$ cat config.mk
export PLATFORM = sky130hd
export DESIGN_NAME = ex_wb_stage_flat
export DESIGN_NICKNAME = d
export VERILOG_FILES = /design/src/rtl/ex_wb_stage_if.sv /design/src/rtl/ex_wb_stage.sv /design/src/flat_wrapper.sv
export SDC_FILE = /design/constraint.sdc
export NUM_CORES = 1
export LEC_CHECK = 0
export ABC_CLOCK_PERIOD_IN_PS = 6400
export BUFFER_PORTS_ARGS = -buffer_cell sky130_fd_sc_hd__buf_2
export CELL_PAD_IN_SITES_DETAIL_PLACEMENT = 1
export CELL_PAD_IN_SITES_GLOBAL_PLACEMENT = 2
export CORE_MARGIN = 2
export CORE_UTILIZATION = 39
export CTS_BUF_LIST = sky130_fd_sc_hd__clkbuf_8
export CTS_CLUSTER_SIZE = 10
export DETAILED_ROUTE_END_ITERATION = 6
export PLACE_DENSITY = 0.88
export SETUP_SLACK_MARGIN = 0.3
export SYNTH_ARGS = -nofsm -noshare
export SYNTH_HDL_FRONTEND = slang
export SYNTH_SLANG_ARGS = --single-unit
$ cat constraint.sdc
create_clock -name clk -period 6.4 [get_ports clk]
set_input_delay 1.28 -clock clk [delete_from_list [all_inputs] [get_ports clk]]
set_output_delay 1.28 -clock clk [all_outputs]
set_load 0.02 [all_outputs]
$ cat src/rtl/ex_wb_stage_if.sv
// Bus bundle for ex_wb_stage: instruction issue handshake plus the
// register-file read/write port.
//   master : instruction source + register file (drives in_valid/op/rs*/rd/
//            imm/use_imm and read1/read2)
//   slave  : the stage (drives in_ready, reg1/reg2, write/writereg/data, busy)
interface ex_wb_stage_if #(
  parameter int DATA_W = 32,
  parameter int ADDR_W = 5
);
  logic              in_valid;
  logic              in_ready;
  logic [3:0]        op;
  logic [ADDR_W-1:0] rs1;
  logic [ADDR_W-1:0] rs2;
  logic [ADDR_W-1:0] rd;
  logic [DATA_W-1:0] imm;
  logic              use_imm;
  logic [ADDR_W-1:0] reg1;
  logic [ADDR_W-1:0] reg2;
  logic [DATA_W-1:0] read1;
  logic [DATA_W-1:0] read2;
  logic              write;
  logic [ADDR_W-1:0] writereg;
  logic [DATA_W-1:0] data;
  logic              busy;

  modport master (
    output in_valid, op, rs1, rs2, rd, imm, use_imm, read1, read2,
    input  in_ready, reg1, reg2, write, writereg, data, busy
  );

  modport slave (
    input  in_valid, op, rs1, rs2, rd, imm, use_imm, read1, read2,
    output in_ready, reg1, reg2, write, writereg, data, busy
  );
endinterface

$ cat src/rtl/ex_wb_stage.sv
// ex_wb_stage: execute + write-back stage in front of a 32-entry register
// file write port. Reads operands through reg1/reg2, forwards in-flight EX/WB
// results, runs the ALU op and emits a one-cycle write pulse per result.
// Ports:
//   clk    rising-edge clock
//   reset  asynchronous, active-low
//   bus    ex_wb_stage_if.slave (issue handshake, RF read/write, busy)
// Optional feature: define MUL_EN to make op 8 an iterative shift-add MUL
// (DATA_W cycles, busy/in_ready stall). Without it op 8 is an unused code.
module ex_wb_stage #(
  parameter int DATA_W = 32,
  parameter int ADDR_W = 5
) (
  input logic         clk,
  input logic         reset,
  ex_wb_stage_if.slave bus
);

  typedef struct packed {
    logic              vld;
    logic [3:0]        op;
    logic [ADDR_W-1:0] rd;
    logic [DATA_W-1:0] a;
    logic [DATA_W-1:0] b;
  } ex_t;

  ex_t               ex_q;
  logic [DATA_W-1:0] ex_res;
  logic [DATA_W-1:0] opa;
  logic [DATA_W-1:0] opb;
  logic              op_ok;
  logic              ex_wr;
  logic              accept;
  logic              hold;

`ifdef MUL_EN
  localparam int CNT_W = $clog2(DATA_W);

  typedef enum logic [1:0] {EX_IDLE, EX_MUL, EX_DONE} ex_st_e;
  ex_st_e            st_q, st_d;
  logic [CNT_W-1:0]  cnt_q;
  logic [DATA_W-1:0] acc_q;
  logic [DATA_W-1:0] mcand_q;
  logic [DATA_W-1:0] mplier_q;

  always_ff @(posedge clk or negedge reset) begin
    if (!reset) st_q <= EX_IDLE;
    else        st_q <= st_d;
  end

  always_comb begin
    st_d = st_q;
    case (st_q)
      EX_IDLE: if (accept && bus.op == 4'd8) st_d = EX_MUL;
      EX_MUL:  if (cnt_q == '0) st_d = EX_DONE;
      EX_DONE: st_d = EX_IDLE;
      default: st_d = EX_IDLE;
    endcase
  end

  // One multiplier bit per cycle: multiplicand walks left, multiplier right.
  always_ff @(posedge clk or negedge reset) begin
    if (!reset) begin
      cnt_q    <= '0;
      acc_q    <= '0;
      mcand_q  <= '0;
      mplier_q <= '0;
    end else if (accept && bus.op == 4'd8) begin
      cnt_q    <= CNT_W'(DATA_W - 1);
      acc_q    <= '0;
      mcand_q  <= opa;
      mplier_q <= opb;
    end else if (st_q == EX_MUL) begin
      if (mplier_q[0]) acc_q <= acc_q + mcand_q;
      mcand_q  <= mcand_q << 1;
      mplier_q <= mplier_q >> 1;
      cnt_q    <= cnt_q - 1'b1;
    end
  end

  assign bus.busy = (st_q != EX_IDLE);
  // EX contents freeze while iterating; EX_DONE lets them drain to WB.
  assign hold     = (st_q == EX_MUL);
`else
  assign bus.busy = 1'b0;
  assign hold     = 1'b0;
`endif

  assign bus.in_ready = !bus.busy;
  assign accept       = bus.in_valid && bus.in_ready;
  assign bus.reg1     = bus.rs1;
  assign bus.reg2     = bus.rs2;

  // Forwarding: the younger EX result beats the older WB result.
  always_comb begin
    opa = bus.read1;
    if (ex_wr && ex_q.rd == bus.rs1)             opa = ex_res;
    else if (bus.write && bus.writereg == bus.rs1) opa = bus.data;
    opb = bus.read2;
    if (bus.use_imm)                             opb = bus.imm;
    else if (ex_wr && ex_q.rd == bus.rs2)        opb = ex_res;
    else if (bus.write && bus.writereg == bus.rs2) opb = bus.data;
  end

  always_comb begin
    ex_res = '0;
    op_ok  = 1'b1;
    case (ex_q.op)
      4'd0: ex_res = ex_q.a + ex_q.b;
      4'd1: ex_res = ex_q.a - ex_q.b;
      4'd2: ex_res = ex_q.a & ex_q.b;
      4'd3: ex_res = ex_q.a | ex_q.b;
      4'd4: ex_res = ex_q.a ^ ex_q.b;
      4'd5: ex_res = {{(DATA_W-1){1'b0}}, ($signed(ex_q.a) < $signed(ex_q.b))};
      4'd6: ex_res = ex_q.a << ex_q.b[4:0];
      4'd7: ex_res = ex_q.a >> ex_q.b[4:0];
`ifdef MUL_EN
      4'd8: begin
        ex_res = acc_q;
        op_ok  = (st_q == EX_DONE);
      end
`endif
      default: op_ok = 1'b0;
    endcase
  end

  // Only ops that will actually write are forwardable.
  assign ex_wr = ex_q.vld && op_ok;

  always_ff @(posedge clk or negedge reset) begin
    if (!reset) begin
      ex_q <= '0;
    end else if (!hold) begin
      ex_q.vld <= accept;
      if (accept) begin
        ex_q.op <= bus.op;
        ex_q.rd <= bus.rd;
        ex_q.a  <= opa;
        ex_q.b  <= opb;
      end
    end
  end

  // writereg/data hold between results; write is a single-cycle pulse.
  always_ff @(posedge clk or negedge reset) begin
    if (!reset) begin
      bus.write    <= 1'b0;
      bus.writereg <= '0;
      bus.data     <= '0;
    end else begin
      bus.write <= ex_wr;
      if (ex_wr) begin
        bus.writereg <= ex_q.rd;
        bus.data     <= ex_res;
      end
    end
  end

endmodule

$ cat src/flat_wrapper.sv
// flat-port wrapper written by rule: the top's interface ports become plain ports
module ex_wb_stage_flat 
#(
  parameter int DATA_W = 32,
  parameter int ADDR_W = 5
)
  (clk, reset, bus_in_valid, bus_op, bus_rs1, bus_rs2, bus_rd, bus_imm, bus_use_imm, bus_read1, bus_read2, bus_in_ready, bus_reg1, bus_reg2, bus_write, bus_writereg, bus_data, bus_busy);
  ex_wb_stage_if #(.DATA_W(DATA_W), .ADDR_W(ADDR_W)) bus_i ();
  input logic clk;
  input logic reset;
  input wire logic [$bits(bus_i.in_valid)-1:0] bus_in_valid;
  input wire logic [$bits(bus_i.op)-1:0] bus_op;
  input wire logic [$bits(bus_i.rs1)-1:0] bus_rs1;
  input wire logic [$bits(bus_i.rs2)-1:0] bus_rs2;
  input wire logic [$bits(bus_i.rd)-1:0] bus_rd;
  input wire logic [$bits(bus_i.imm)-1:0] bus_imm;
  input wire logic [$bits(bus_i.use_imm)-1:0] bus_use_imm;
  input wire logic [$bits(bus_i.read1)-1:0] bus_read1;
  input wire logic [$bits(bus_i.read2)-1:0] bus_read2;
  output wire logic [$bits(bus_i.in_ready)-1:0] bus_in_ready;
  output wire logic [$bits(bus_i.reg1)-1:0] bus_reg1;
  output wire logic [$bits(bus_i.reg2)-1:0] bus_reg2;
  output wire logic [$bits(bus_i.write)-1:0] bus_write;
  output wire logic [$bits(bus_i.writereg)-1:0] bus_writereg;
  output wire logic [$bits(bus_i.data)-1:0] bus_data;
  output wire logic [$bits(bus_i.busy)-1:0] bus_busy;
  assign bus_i.in_valid = bus_in_valid;
  assign bus_i.op = bus_op;
  assign bus_i.rs1 = bus_rs1;
  assign bus_i.rs2 = bus_rs2;
  assign bus_i.rd = bus_rd;
  assign bus_i.imm = bus_imm;
  assign bus_i.use_imm = bus_use_imm;
  assign bus_i.read1 = bus_read1;
  assign bus_i.read2 = bus_read2;
  assign bus_in_ready = bus_i.in_ready;
  assign bus_reg1 = bus_i.reg1;
  assign bus_reg2 = bus_i.reg2;
  assign bus_write = bus_i.write;
  assign bus_writereg = bus_i.writereg;
  assign bus_data = bus_i.data;
  assign bus_busy = bus_i.busy;
  ex_wb_stage #(.DATA_W(DATA_W), .ADDR_W(ADDR_W)) u_core (.clk(clk), .reset(reset), .bus(bus_i));
endmodule
* Word level (Yosys, flattened, before mapping)
Cells that the tools add are included.
Widths: inputs -> output; s select.
** Storage, ports and cells
- Input bits :: 119
- Register bits after elaboration :: 112
- Word-level logic and storage cells :: 41
- Output and inout bits :: 50
** Cells by class
- $add $sub $neg :: 2
- Order comparisons :: 1
- Equality and inequality tests :: 11
- Reduce and logical (&&, ||, !) cells :: 7
- Bitwise gates (word level) :: 3
- Muxes and demuxes :: 7
- Shifts and indexed selects :: 2
** Operators by type and width (count)
- $pmux 32 s8 :: 1
- $mux 32 :: 5
- $add 32x32->32 :: 1
- $and 32x32->32 :: 1
- $lt 32x32->1 :: 1
- $or 32x32->32 :: 1
- $shl 32x5->32 :: 1
- $shr 32x5->32 :: 1
- $sub 32x32->32 :: 1
- $xor 32x32->32 :: 1
- $eq 5x5->1 :: 4
- $eq 4x3->1 const B :: 4
- $eq 4x2->1 const B :: 2
- $reduce_or 8->1 :: 1
- $logic_and 1x1->1 :: 5
- $eq 4x1->1 const B :: 1
- $logic_not 4->1 :: 1
- $mux 1 :: 1

* Longest topological paths before layout
- Word-level depth :: 7
- Mapped depth :: 16
- Gate-level depth less buffers :: 14

* Least setup slack after synthesis
Ideal clock, no wire load.
- Path kind :: register to register
- Start point :: register u_core.ex_q[2] in the netlist's numbering
- End point :: register u_core.ex_q[0] in the netlist's numbering
- Setup slack :: 2.433 ns
- Period minus slack after synthesis :: 3.967 ns
- Library setup time :: 0.138 ns
- Stages on the path, launching flop included :: 16
- Data required time :: 6.262 ns
- Arrival time :: 3.829 ns
- Path buffers :: 3
- Cell sequence :: dfrtp_1 clkinv_1 buf_1 clkbuf_1 ha_1 buf_6 nand2b_4 a2111oi_4 or4b_1 a21oi_2 a2111o_2 a21oi_2 o2111ai_1 a31oi_1 mux2_2 o221ai_2
** Between the ends
- Longest elaborated chain between the ends :: 4
- Elaborated cells between the ends (all ways) :: 6
- Those cells by class :: 1 x order compare; 2 x shift; 3 x mux
** Ends and longest elaborated chain
- from (decl) :: line ex_wb_stage.sv:27 : ex_t ex_q;
- $lt 32x32->1 (tied with other cells) :: line ex_wb_stage.sv:114 : 4'd5: ex_res = {{(DATA_W-1){1'b0}}, ($signed(ex_q.a) < $signed(ex_q.b))};
- $pmux 32 s8 (*) :: line ex_wb_stage.sv:108 : case (ex_q.op)
- $mux 32 (*) :: line ex_wb_stage.sv:101 : else if (ex_wr && ex_q.rd == bus.rs2) opb = ex_res;
- $mux 32 (*) :: line ex_wb_stage.sv:100 : if (bus.use_imm) opb = bus.imm;
Every way passes the cells marked *; elsewhere a longest branch is shown, timed or not.
A chain may end at the register's enable or synchronous reset.

* Worst setup path after layout
- Start point :: register u_core.ex_q[70] in the netlist's numbering
- End point :: register u_core.ex_q[7] in the netlist's numbering
** Between the ends
- Longest elaborated chain between the ends :: 7
- Elaborated cells between the ends (all ways) :: 15
- Those cells by class :: 7 x eq/ne; 4 x mux; 4 x reduce/logical
** Ends and longest elaborated chain
- $eq 4x1->1 (tied with other cells) :: line ex_wb_stage.sv:108
- $reduce_or 8->1 (no source line)
- $mux 1 :: line ex_wb_stage.sv:108
- $logic_and 1x1->1 :: line ex_wb_stage.sv:128 : assign ex_wr = ex_q.vld && op_ok;
- $logic_and 1x1->1 :: line ex_wb_stage.sv:101
- $mux 32 (*) :: line ex_wb_stage.sv:101
- $mux 32 (*) :: line ex_wb_stage.sv:100
Marks and branches as above.

==> run summary <==
Worst Tran Pin Value - 1.10 ns
Initial DRC Count - 1,636
Run status - finished clean
Fin. max-slew vios - 0
Antenna Violating Nets Remaining - 0
Finished Layout Cells - 2,450
Initial Util - 0.393
First-pass iteration count of the detailed router - 6
Die area - 39,300 µm²
Initial antenna violation count - 4
Synthesized area per cell - 7.84 µm²
CTS tree - built
DP HPWL - 58,600 µm
CORE AREA - 37,400 µm²
Row cnt - 71
Final worst path period share - 0.730
Worst hold path class - flip-flop to flip-flop
Grt ovf - 0
Yosys reg bits - 112
Aggregate negative setup slack - 0 ns
Placed inst area - 15,800 µm²
DRT Wirelength - 75,800 µm
Placed Instances - 2,433
Filler cells - 4,658
Synth Cell Area - 14,700 µm²
Synth Warn # - 0
Peak supply drop - 147 µV
First-pass GRT wire length - 111,000 µm
H-tree lvl count - 3
CP Class - flip-flop to flip-flop
Sink Count - 112
Hold violation count in the final report - 0
Largest net degree at the start of global routing - 81
Worst Path Required - 6.67 ns
Sequential-to-total area share from yosys stat - 0.191
Setup crit end kind - flip-flop
Total global-route track usage - 0.386
Fin nets - 2,161
Worst-path clk slew - 0.13 ns
GPL Wtd Cong - 1.02
CTS Buffer Depth - 2
Vias/cell - 6.60
Die span in x - 198 µm
CTS Hold Bufs - 0
Post-synth EDFFs - 0
Final instance area - 16,000 µm²
Layout cells sized above 1 - 0.178
Highest clock rate - 214 MHz
Clock Skews - 0.0147 ns
Critical path launch point type - flip-flop
Relative slew slack - 0.265
Worst-Skew Late Latency - 0.43 ns
Gate Count Post-Synth - 1,875
Max-cap violations - 0
Post-cts gate resize count - 0
Worst-path fanout max - 25
Via Count - 16,200
Net Count, Synth - 2,103
TritonCTS Buffers - 9
# IOs - 169
Vias in the first global route - 16,300
CTS root buffer - clkbuf_8
Synth-to-layout area growth - 8.72%
PortBufs - 166
Final setup fails - 0
WL/cell - 30.9 µm
FFs w/ async S/R, synth - 1.00
Final min period - 4.67 ns
Synth cell types - 95
Setup Buffers After CTS - 0
RSZ-0062 raised after global routing - false
Die Ht - 198 µm
Power Dens Cells - 238 nW/µm²
# DRC - 0
Leakage Power - 6.82 nW
Crit path arrival time - 4.94 ns
Ys flop type - dfrtp_1
worst max-delay path: stages (launching register included):
cell	delay, ns
dfrtp_1	1.08
nor2_1	0.48
and2_1	0.30
buf_4	0.24
a221oi_1	0.73
o21ai_0	0.23
nor4b_2	0.97
a211oi_1	0.19
a21oi_1	0.17
a21oi_1	0.08
cell type report:
class                           instances  area [µm²]  share of cell area
Timing Repair Buffer                  204        1120              0.0702
Inverter                              105         394              0.0247
Clock buffer                           10         138             0.00861
Clock inverter                          6        51.3             0.00321
Tap cell                              511         639              0.0400
Multi-Input combinational cell       1501       10800               0.677
Antenna cell                            1        2.50            0.000157
Sequential cell                       112        2810               0.176
power breakdown:
part	total, mW	switching, mW	internal (mW)
combinational	2.27	1.52	0.754
clock	0.455	0.296	0.159
sequential	1.08	0.260	0.823
stage by stage:
stage / util / power (mW) / worst slack, ns / hold slack [ns]
after floorplan: - / 2.41 / 2.43 / 0.487
after global placement: 0.422 / 3.24 / 1.64 / 0.511
after detailed placement: 0.422 / 3.27 / 1.96 / 0.523
after CTS: 0.427 / 3.73 / 1.93 / 0.550
after global routing: 0.427 / 3.99 / 1.59 / 0.589
final: 0.427 / 3.81 / 1.73 / 0.548
registers in the layout, indices dropped and copies added, names as in the netlist:
name	cells
u_core.bus.write	1
u_core.ex_q	74
u_core.bus.writereg	5
u_core.bus.data	32
Yosys cell counts, types with 10 or more instances:
| master | n | area [µm²] |
|---|---|---|
| nor4_1 | 14 | 87.6 |
| clkbuf_1 | 101 | 379 |
| o21ai_0 | 129 | 646 |
| or3_1 | 14 | 87.6 |
| ha_1 | 107 | 1340 |
| mux2i_1 | 112 | 1120 |
| o211ai_1 | 25 | 188 |
| nand3_1 | 44 | 220 |
| inv_1 | 101 | 379 |
| nand2b_1 | 14 | 87.6 |
| a221oi_1 | 21 | 184 |
| buf_1 | 10 | 37.5 |
| a31oi_1 | 13 | 81.3 |
| buf_4 | 21 | 158 |
| mux2_2 | 39 | 439 |
| nor2_1 | 154 | 578 |
| o21bai_1 | 11 | 82.6 |
| a221o_1 | 15 | 150 |
| o31ai_1 | 15 | 113 |
| nor3_1 | 36 | 180 |
| xor2_1 | 10 | 87.6 |
| a21oi_1 | 177 | 886 |
| buf_2 | 23 | 115 |
| and2_1 | 11 | 68.8 |
| nand4_1 | 11 | 68.8 |
| o22ai_1 | 20 | 125 |
| o221ai_1 | 31 | 272 |
| and3_1 | 20 | 125 |
| xnor2_1 | 16 | 140 |
| nor2b_1 | 16 | 100 |
| mux4_2 | 44 | 991 |
| nand2_1 | 200 | 751 |
| a211oi_1 | 36 | 270 |
| a21o_1 | 18 | 135 |
| dfrtp_1 | 112 | 2800 |
path summary, 6_finish.rpt:
check	endpoint	depth (start not counted)	start	slack (ns)
max in group asynchronous	u_core.ex_q[22]	2	reset	4.16
hold / removal	u_core.bus.data[28]	2	u_core.bus.data[28]	0.55
setup / recovery	u_core.ex_q[7]	9	u_core.ex_q[70]	1.73
hold reg to reg	u_core.bus.data[28]	2	u_core.bus.data[28]	0.55
min in group asynchronous	u_core.ex_q[5]	1	reset	1.00
setup reg to reg	u_core.ex_q[7]	9	u_core.ex_q[70]	1.73
cells by family (layout without fill, tap and decap cells):
kind of cell,after synthesis,after routing,share of synthesized area
adder cells (fa/ha/maj),109,109,0.0938
flip-flops,112,112,0.191
AO/OA/AOI/OAI,610,610,0.275
XOR/XNOR,26,26,0.0155
AND/OR/NAND/NOR,557,557,0.174
multiplexers,197,197,0.176
other,2,3,0.000511
buffers and inverters,262,325,0.0753
metal layers:
layer,GRT usage,wire [µm],up-vias
met5,0,36,-
met4,0.130,2650,6
met3,0.146,9380,149
met2,0.542,30700,908
met1,0.538,33100,8070
li1,-,-,7044
cells in the final DEF (no fill, tap or decap), types with 6 or more instances in the layout:
master	netlist	final
nand2b_1	14	13
o2111ai_1	6	6
and2_1	11	11
o21ai_0	129	129
xor2_1	10	10
nor3_1	36	34
a22o_1	6	6
buf_4	21	40
a221o_1	15	15
a21o_1	18	18
xnor2_1	16	16
or3_1	14	14
mux2i_1	112	112
o31ai_1	15	15
nor4_1	14	13
a31oi_1	13	13
clkbuf_8	0	10
o22ai_1	20	20
mux4_2	44	44
and3_1	20	18
o221ai_1	31	31
nor2_1	154	154
o21a_1	8	8
ha_1	107	107
nand3_1	44	44
dfrtp_1	112	108
a21oi_1	177	177
nand4_1	11	11
inv_1	101	102
o21bai_1	11	11
nand2_1	200	200
mux2_2	39	39
a211oi_1	36	36
nor2b_1	16	16
buf_2	23	164
a22oi_1	8	8
o211ai_1	25	25
a221oi_1	21	21
o21ai_1	6	6
Note: power is estimated with default switching activity, not from simulation.
